$ cat config.mk
export PLATFORM = sky130hd
export DESIGN_NAME = counter_seek_ctrl_flat
export DESIGN_NICKNAME = d
export VERILOG_FILES = /design/src/rtl/counter_seek_ctrl_if.sv /design/src/rtl/counter_seek_ctrl.sv /design/src/flat_wrapper.sv
export SDC_FILE = /design/constraint.sdc
export NUM_CORES = 1
export LEC_CHECK = 0
export CAP_MARGIN = 20
export CORE_UTILIZATION = 52
export DETAILED_ROUTE_END_ITERATION = 10
export PLACE_DENSITY = 0.79
export SLEW_MARGIN = 20
export SYNTH_ARGS = -nofsm -noshare
export SYNTH_HDL_FRONTEND = slang
export SYNTH_SLANG_ARGS = --single-unit
$ cat constraint.sdc
create_clock -name clk -period 2.77 [get_ports clk]
set_input_delay 0.4155 -clock clk [delete_from_list [all_inputs] [get_ports clk]]
set_output_delay 0.4155 -clock clk [all_outputs]
set_load 0.01 [all_outputs]
$ cat src/rtl/counter_seek_ctrl_if.sv
// -----------------------------------------------------------------------------
// counter_seek_ctrl_if
// Command handshake between a command source and counter_seek_ctrl.
//   start  : command request, accepted when start && ready at a clk edge
//   jump   : 1 = load target directly, 0 = step the counter to target
//   target : requested counter value
//   ready  : controller idle and able to accept a command
//   busy   : controller executing a command
//   done   : one-cycle completion pulse
//   match  : valid with done, counter equalled target at check time
// Modports: master = command source, slave = counter_seek_ctrl.
// -----------------------------------------------------------------------------
interface counter_seek_ctrl_if #(
    parameter int WIDTH = 4
);
    logic             start;
    logic             jump;
    logic [WIDTH-1:0] target;
    logic             ready;
    logic             busy;
    logic             done;
    logic             match;

    modport master (
        output start, jump, target,
        input  ready, busy, done, match
    );

    modport slave (
        input  start, jump, target,
        output ready, busy, done, match
    );
endinterface

$ cat src/rtl/counter_seek_ctrl.sv
// -----------------------------------------------------------------------------
// counter_seek_ctrl
// Drives the load/up_down/enable/d_in controls of a WIDTH-bit up/down counter
// so that it reaches a requested target, either by a direct load (jump) or by
// counting along the shorter way around the modulo-2^WIDTH ring, then checks
// the counter's count against the target and reports done/match.
//
// Ports:
//   clk          : rising-edge clock, shared with the driven counter
//   rst          : synchronous active-high reset
//   cmd          : command handshake (slave modport of counter_seek_ctrl_if)
//   cnt_load     : counter load strobe
//   cnt_up_down  : counter direction, 1 = up, 0 = down
//   cnt_enable   : counter count enable
//   cnt_d        : counter load value
//   count_in     : counter count feedback
//   abort        : (COUNTER_SEEK_ABORT_EN only) cancel a LOAD/STEP in progress
//
// Optional feature: define COUNTER_SEEK_ABORT_EN to add the abort input.
// All outputs are registered.
// -----------------------------------------------------------------------------
module counter_seek_ctrl #(
    parameter int WIDTH = 4
) (
    input  logic               clk,
    input  logic               rst,
    counter_seek_ctrl_if.slave cmd,
    output logic               cnt_load,
    output logic               cnt_up_down,
    output logic               cnt_enable,
    output logic [WIDTH-1:0]   cnt_d,
`ifdef COUNTER_SEEK_ABORT_EN
    input  logic               abort,
`endif
    input  logic [WIDTH-1:0]   count_in
);

    typedef enum logic [2:0] {
        S_IDLE  = 3'd0,
        S_LOAD  = 3'd1,
        S_STEP  = 3'd2,
        S_CHECK = 3'd3,
        S_DONE  = 3'd4
    } state_t;

    localparam logic [WIDTH-1:0] ONE = {{(WIDTH-1){1'b0}}, 1'b1};

    state_t           state_q, state_d;
    logic [WIDTH-1:0] target_q, target_d;
    logic [WIDTH-1:0] remaining_q, remaining_d;
    logic             ready_q, ready_d;
    logic             busy_q, busy_d;
    logic             load_q, load_d;
    logic             up_down_q, up_down_d;
    logic             enable_q, enable_d;
    logic [WIDTH-1:0] cnt_d_q, cnt_d_d;
    logic             done_q, done_d;
    logic             match_q, match_d;

    // Modular distances both ways round the ring; the shorter one never
    // exceeds 2^(WIDTH-1), so it fits in WIDTH bits.
    logic [WIDTH-1:0] up_dist;
    logic [WIDTH-1:0] dn_dist;
    logic             go_up;
    logic [WIDTH-1:0] step_dist;

    assign up_dist   = cmd.target - count_in;
    assign dn_dist   = count_in - cmd.target;
    assign go_up     = (up_dist <= dn_dist);   // a tie goes up
    assign step_dist = go_up ? up_dist : dn_dist;

    always_comb begin
        // NOTE: every variable gets a default first so no path leaves one
        // unassigned, which would otherwise infer a latch.
        state_d     = state_q;
        target_d    = target_q;
        remaining_d = remaining_q;
        up_down_d   = up_down_q;
        cnt_d_d     = cnt_d_q;
        match_d     = match_q;
        load_d      = 1'b0;
        enable_d    = 1'b0;
        done_d      = 1'b0;

        unique case (state_q)
            S_IDLE: begin
                if (cmd.start && ready_q) begin
                    target_d = cmd.target;
                    if (cmd.jump) begin
                        state_d = S_LOAD;
                        load_d  = 1'b1;
                        cnt_d_d = cmd.target;
                    end else begin
                        up_down_d   = go_up;
                        remaining_d = step_dist;
                        if (step_dist == '0) begin
                            state_d = S_CHECK;
                        end else begin
                            state_d  = S_STEP;
                            enable_d = 1'b1;
                        end
                    end
                end
            end
            S_LOAD: begin
                state_d = S_CHECK;
            end
            S_STEP: begin
                // enable is registered, so it must drop on the edge that
                // consumes the last count to avoid an extra step.
                remaining_d = remaining_q - ONE;
                if (remaining_q == ONE) begin
                    state_d = S_CHECK;
                end else begin
                    enable_d = 1'b1;
                end
            end
            S_CHECK: begin
                match_d = (count_in == target_q);
                done_d  = 1'b1;
                state_d = S_DONE;
            end
            S_DONE: begin
                state_d = S_IDLE;
            end
            default: begin
                state_d = S_IDLE;
            end
        endcase

`ifdef COUNTER_SEEK_ABORT_EN
        if (abort && (state_q == S_LOAD || state_q == S_STEP)) begin
            state_d     = S_DONE;
            remaining_d = '0;
            load_d      = 1'b0;
            enable_d    = 1'b0;
            done_d      = 1'b1;
            match_d     = 1'b0;
        end
`endif

        ready_d = (state_d == S_IDLE);
        busy_d  = (state_d != S_IDLE);
    end

    // NOTE: sequential state uses non-blocking assignments so every flop
    // samples the pre-edge values, independent of statement order.
    always_ff @(posedge clk) begin
        if (rst) begin
            state_q     <= S_IDLE;
            target_q    <= '0;
            remaining_q <= '0;
            ready_q     <= 1'b1;
            busy_q      <= 1'b0;
            load_q      <= 1'b0;
            up_down_q   <= 1'b1;
            enable_q    <= 1'b0;
            cnt_d_q     <= '0;
            done_q      <= 1'b0;
            match_q     <= 1'b0;
        end else begin
            state_q     <= state_d;
            target_q    <= target_d;
            remaining_q <= remaining_d;
            ready_q     <= ready_d;
            busy_q      <= busy_d;
            load_q      <= load_d;
            up_down_q   <= up_down_d;
            enable_q    <= enable_d;
            cnt_d_q     <= cnt_d_d;
            done_q      <= done_d;
            match_q     <= match_d;
        end
    end

    assign cmd.ready   = ready_q;
    assign cmd.busy    = busy_q;
    assign cmd.done    = done_q;
    assign cmd.match   = match_q;
    assign cnt_load    = load_q;
    assign cnt_up_down = up_down_q;
    assign cnt_enable  = enable_q;
    assign cnt_d       = cnt_d_q;

endmodule

$ cat src/flat_wrapper.sv
// flat-port wrapper written by rule: the top's interface ports become plain ports
module counter_seek_ctrl_flat 
#(
    parameter int WIDTH = 4
)
  (clk, rst, cnt_load, cnt_up_down, cnt_enable, cnt_d, count_in, cmd_start, cmd_jump, cmd_target, cmd_ready, cmd_busy, cmd_done, cmd_match);
  counter_seek_ctrl_if #(.WIDTH(WIDTH)) cmd_i ();
  input  logic clk;
  input  logic rst;
  output logic cnt_load;
  output logic cnt_up_down;
  output logic cnt_enable;
  output logic [WIDTH-1:0] cnt_d;
  input  logic [WIDTH-1:0] count_in;
  input wire logic [$bits(cmd_i.start)-1:0] cmd_start;
  input wire logic [$bits(cmd_i.jump)-1:0] cmd_jump;
  input wire logic [$bits(cmd_i.target)-1:0] cmd_target;
  output wire logic [$bits(cmd_i.ready)-1:0] cmd_ready;
  output wire logic [$bits(cmd_i.busy)-1:0] cmd_busy;
  output wire logic [$bits(cmd_i.done)-1:0] cmd_done;
  output wire logic [$bits(cmd_i.match)-1:0] cmd_match;
  assign cmd_i.start = cmd_start;
  assign cmd_i.jump = cmd_jump;
  assign cmd_i.target = cmd_target;
  assign cmd_ready = cmd_i.ready;
  assign cmd_busy = cmd_i.busy;
  assign cmd_done = cmd_i.done;
  assign cmd_match = cmd_i.match;
  counter_seek_ctrl #(.WIDTH(WIDTH)) u_core (.clk(clk), .rst(rst), .cmd(cmd_i), .cnt_load(cnt_load), .cnt_up_down(cnt_up_down), .cnt_enable(cnt_enable), .cnt_d(cnt_d), .count_in(count_in));
endmodule
# Word level (Yosys, flattened, before mapping)

Index checks and enable logic that the tools add are counted.

Flip-flop bits (word level): 22
Input port bits: 12
Output and inout port bits: 11
Logic and storage cells: 52

$add $sub $neg: 3
Magnitude comparators: 1
Equality and inequality tests: 7
Multiplexer cells: 16
Bitwise operators: 3
Reductions and logical operators: 11

Operators with widths:

| kind                                                                | count |
|---|---|
| 4-bit 2-to-1 mux                                                    | 3 |
| 3-bit case mux with 4 select lines                                  | 1 |
| 3-bit 2-to-1 mux                                                    | 3 |
| 3-bit AND reduction                                                 | 3 |
| 4-bit case mux with 2 select lines                                  | 1 |
| 4-bit subtractor                                                    | 2 |
| 1-bit 2-to-1 mux                                                    | 7 |
| 3-bit by 2-bit == test with 1-bit output (second input constant)    | 2 |
| 3-bit zero test                                                     | 2 |
| 4-bit by 1-bit == test with 1-bit output (second input constant)    | 1 |
| 4-bit == test                                                       | 1 |
| 4-bit less-or-equal comparator                                      | 1 |
| 4-bit zero test                                                     | 1 |
| 4-bit by 1-bit subtractor with 4-bit output (second input constant) | 1 |
| 3-bit by 1-bit == test with 1-bit output (second input constant)    | 1 |
| 1-bit inverter                                                      | 3 |
| 3-bit nonzero test                                                  | 1 |
| 3-bit OR reduction                                                  | 1 |
| 2-bit by 1-bit != test with 1-bit output (second input constant)    | 1 |
| 2-bit != test (second input constant)                               | 1 |
| 1-bit case mux with 2 select lines                                  | 1 |
| 2-bit AND reduction                                                 | 1 |
| 2-bit nonzero test                                                  | 1 |
| 1-bit logical AND                                                   | 1 |

# Logic depth before layout (Yosys ltp)

Depth in word-level cells: 9
Mapped depth: 12
Depth with buffers taken out: 11

# Worst setup path after synthesis

Ideal clock, no wire load.

Kind: in2reg
Start point: input port cmd_target[2]
End point: register u_core.state_q[0]
Setup time: 0.116 ns
Arrival: 2.433 ns
Data required time: 2.654 ns
Path slack: 0.220 ns
Stages on the path: 12
Path buffers: 1
Path through: inv_1 ha_1 clkbuf_2 a21oi_1 a21oi_1 or2_2 ha_1 nor2_1 a31o_2 o21ai_0 nand2_1 a41o_1

Longest elaborated chain between the ends: 8
Elaborated cells on any way between the ends: 9
Those cells by class: add/sub (2); order compare (1); mux (5); reduce/logical (1)

RTL lines:

| item                                 | RTL line                                         | RTL |
|---|---|---|
| start: declaration                   | flat_wrapper.sv:17                               | `input wire logic [$bits(cmd_i.target)-1:0] cmd_target;` |
| 4-bit subtractor (on tied branches)  | counter_seek_ctrl.sv:67, counter_seek_ctrl.sv:68 |  |
| 4-bit less-or-equal comparator       | counter_seek_ctrl.sv:69                          | `assign go_up = (up_dist <= dn_dist);` |
| 4-bit 2-to-1 mux *                   | counter_seek_ctrl.sv:70                          | `assign step_dist = go_up ? up_dist : dn_dist;` |
| 4-bit zero test *                    | counter_seek_ctrl.sv:96                          | `if (step_dist == '0) begin` |
| 1-bit 2-to-1 mux *                   | counter_seek_ctrl.sv:96                          |  |
| 3-bit 2-to-1 mux *                   | counter_seek_ctrl.sv:89                          | `if (cmd.jump) begin` |
| 3-bit 2-to-1 mux *                   | counter_seek_ctrl.sv:87                          | `if (cmd.start && ready_q) begin` |
| 3-bit case mux with 4 select lines * | counter_seek_ctrl.sv:85                          | `unique case (state_q)` |
| end signal: assignment               | counter_seek_ctrl.sv:162                         | `state_q <= state_d;` |
| end: declaration                     | counter_seek_ctrl.sv:48                          | `state_t state_q, state_d;` |

Mark *: on every way between the ends. The rest lies on a longest branch, timed or not.
A chain may end at the register's enable or synchronous reset.

# Worst setup path in the final report

Start point: input port cmd_target[1]
End point: register u_core.state_q[0]

The elaborated chain is that of the path after synthesis.

==> impl_results.md <==
* Die H at approximately 53 um
* Syn Inst Count at between 150 and 200
* Min-delay worst type: reg -> reg
* Syn Nets at 180
* Clock Tree Buf Depth at 2
* Gp weighted congestion at 0.828
* Worst EP required at approximately 3 ns
* DR WL/cell at ~15 um
* Final worst setup slack at around 0.039 ns
* Max Cap Violations at 0
* WS Path Type: in -> reg
* Measured slew at the worst slew-check pin at about 0.37 ns
* Rel. slew slack at approximately 75%
* Port Buffer Count at 22
* TritonCTS clock tree: done
* Cell Pwr Density at between 600 and 700 mW/mm2
* Largest net degree at the start of global routing at 13
* Final period util at slightly below 100%
* First-pass GRT wire length at approximately 4900 um
* Max IR drop VDD at roughly 0.00055 V
* Root Buffer Master: clkbuf_4
* Clk slew on worst S/H paths at about 0.12 ns
* Core Rows at 18
* Die Width at roughly 53 um
* Syn Area/Cell at about 8.6 um2
* DRC at 0
* CP Launch Type: input pin
* WP data arrival at 2.94 ns
* GR Util All Layers at around a quarter
* Clk_lat worst skew at ~0.3 ns
* Post-place setup slack at -0.343 ns
* Final Hold Fails at 0
* Drt first pass iters at 4
* Sink Count at 22
* Final Power at 0.00124 W
* Placeable Area at between 0.002 and 0.0025 mm2
* Antenna viol nets, final at 0
* Yosys cell types at 42
* Starting DRT DRC Count at 24
* I/O Pins at 23
* Unrepaired setup endpoints after global routing: yes
* Vias/cell at 5.68
* Final non-filler cell total at roughly 220
* Share of cells above drive strength 1 at between 20% and 30%
* YS warnings at 0
* Total die area at between 0.002 and 0.003 mm2
* Total grt overflow at 0
* CTS H-tree lvls at 1
* Initial Util at 54.9%
* Initial antenna violation count at 0
* DP Cell Count at 220
* Setup Skew at around 0.0036 ns
* Setup bufs post-CTS at 0
* Max Fclk at 0.366 GHz
* Pins Over Slew Limit at 0
* CTS Hold Buffers Added at 0
* Number of global-route vias before repair at roughly 1200
* Vias at approximately 1300
* P_leak at slightly below 0.8 nW
* Mapped cell area at 0.00135 mm2
* Post-DP HPWL at ~2500 um
* Final nets at approximately 220
* Num CTS Buffers at 3
* Status: finished, final reports clean
* Max FO, Critical Path at 4
* # setup viols final at 0
* Wirelength, routed at between 3000 and 4000 um
* Seq/Total Area, Yosys at 32.7%
* Flops & latches, synth at 22
* Minimum clock period at roughly 2.7 ns
* Area Overhead vs Synth at 37.4%
* CP Capture Type: flip-flop
* ANT cells at 0
==> metal layers <==
layer	vias up	wire (um)	track usage [%]
met1	596	1400	26.5
met2	34	1770	47.3
li1	632	-	-
met4	0	59	5.26
met5	-	0	0
met3	11	135	5.46
==> worst max-delay path: stages <==
cell	delay (ns)
clkdlybuf4s50_1	0.48
inv_1	0.06
ha_1	0.29
nand3b_1	0.10
and3_1	0.17
or2_2	0.30
ha_4	0.30
nor2_2	0.05
a31o_2	0.25
o21ai_1	0.18
nand2_1	0.10
a41o_1	0.23
==> cells by family after synthesis <==
family / share of synthesized area, %
AOI/OAI and AO/OA: 17.4
xor gates and xnor gates: 4.55
adders and majority gates: 12.3
buffers and inverters: 5.48
DFF: 32.7
muxes: 4.46
and+or+nand+nor: 23.2
==> registers in the layout, summed over array words and instances (netlist names) <==
register,count
u_core.remaining_q,4
u_core.cmd.ready,1
u_core.cnt_enable,1
u_core.cmd.match,1
u_core.cmd.done,1
u_core.state_q,3
u_core.target_q,4
u_core.cnt_up_down,1
u_core.cnt_load,1
u_core.cmd.busy,1
u_core.cnt_d,4
==> per-stage QoR <==
stage          util [%]  setup TNS (ns)  hold WS [ns]  instance area [um2]
4_1_cts            71.0               0         0.480                 1740
3_3_place_gp       69.3           -1.31         0.444                 1700
3_5_place_dp       69.3           -1.77         0.454                 1700
5_1_grt            75.4          -0.140         0.495                 1850
6_report           75.4               0         0.474                 1850
2_1_floorplan         -               0         0.481                 1350
==> area by class of cell <==
| type | instances | area, um2 |
|---|---|---|
| clock buffers | 4 | 36.3 |
| fillers | 163 | 603 |
| inverters | 13 | 48.8 |
| multi-input cells | 117 | 946 |
| flip-flops and latches | 22 | 440 |
| well taps | 30 | 37.5 |
| repair buffers | 38 | 343 |
==> worst paths after layout <==
path | end | slack (ns) | depth (start not counted) | startpoint
worst min-delay path | u_core.cnt_d[1] | 0.47 | 2 | u_core.cnt_d[1]
worst max register to register | u_core.remaining_q[3] | 1.31 | 5 | u_core.state_q[2]
worst min register to register | u_core.cnt_d[1] | 0.47 | 2 | u_core.cnt_d[1]
worst max-delay path | u_core.state_q[0] | 0.04 | 12 | cmd_target[1]
==> synth_stat cells, drive strengths merged <==
library cell / count / share of area [%]
a211oi: 4 / 2.6
o21a: 2 / 1.1
nor2b: 2 / 0.93
fa: 2 / 3.0
a21o: 1 / 0.56
nand2: 8 / 2.8
a31oi: 1 / 0.46
and3: 5 / 2.3
dfxtp: 22 / 33
a31o: 1 / 0.65
mux2i: 6 / 4.5
o211ai: 2 / 1.1
nand4: 2 / 0.93
nand3: 9 / 4.1
nand3b: 2 / 1.1
inv: 13 / 3.6
a41o: 1 / 0.74
or3: 3 / 1.4
o22ai: 1 / 0.46
nor2: 18 / 5.0
nor3: 2 / 0.74
clkbuf: 2 / 0.65
o22a: 1 / 0.65
or2: 1 / 0.46
and2: 1 / 0.65
nor3b: 2 / 1.1
a211o: 2 / 1.3
o31ai: 2 / 1.1
o21ai: 4 / 1.5
xnor2: 5 / 3.2
xor2: 2 / 1.3
o31a: 1 / 0.65
a21oi: 12 / 4.5
ha: 10 / 9.3
and4bb: 1 / 1.2
nand2b: 1 / 0.46
buf: 2 / 1.2
==> layout by cell type, fill, tap and decap left out, types with 3 or more instances in the layout <==
master,instances
dfxtp_1,22
clkdlybuf4s50_1,21
nor2_1,16
buf_4,16
inv_1,13
a21oi_1,9
nand3_1,7
ha_1,7
nand2_1,6
mux2i_1,6
and3_1,5
xnor2_1,4
or3_1,3
o21ai_0,3
ha_4,3
clkbuf_4,3
==> power breakdown <==
group	total [W]	leakage [nW]	internal, W	switching [W]
Sequential	0.000426	0.180	0.000380	0.0000460
Combinational	0.000641	0.579	0.000311	0.000330
Clock	0.000174	0.0210	0.0000802	0.0000942
Total	0.00124	0.781	0.000771	0.000471
==> what timing repair did <==
action	in CTS	in global routing
gates resized for setup	2	18
setup endpoints to repair	2	6
pin swaps	0	3
(Power assumes the default switching activity.)
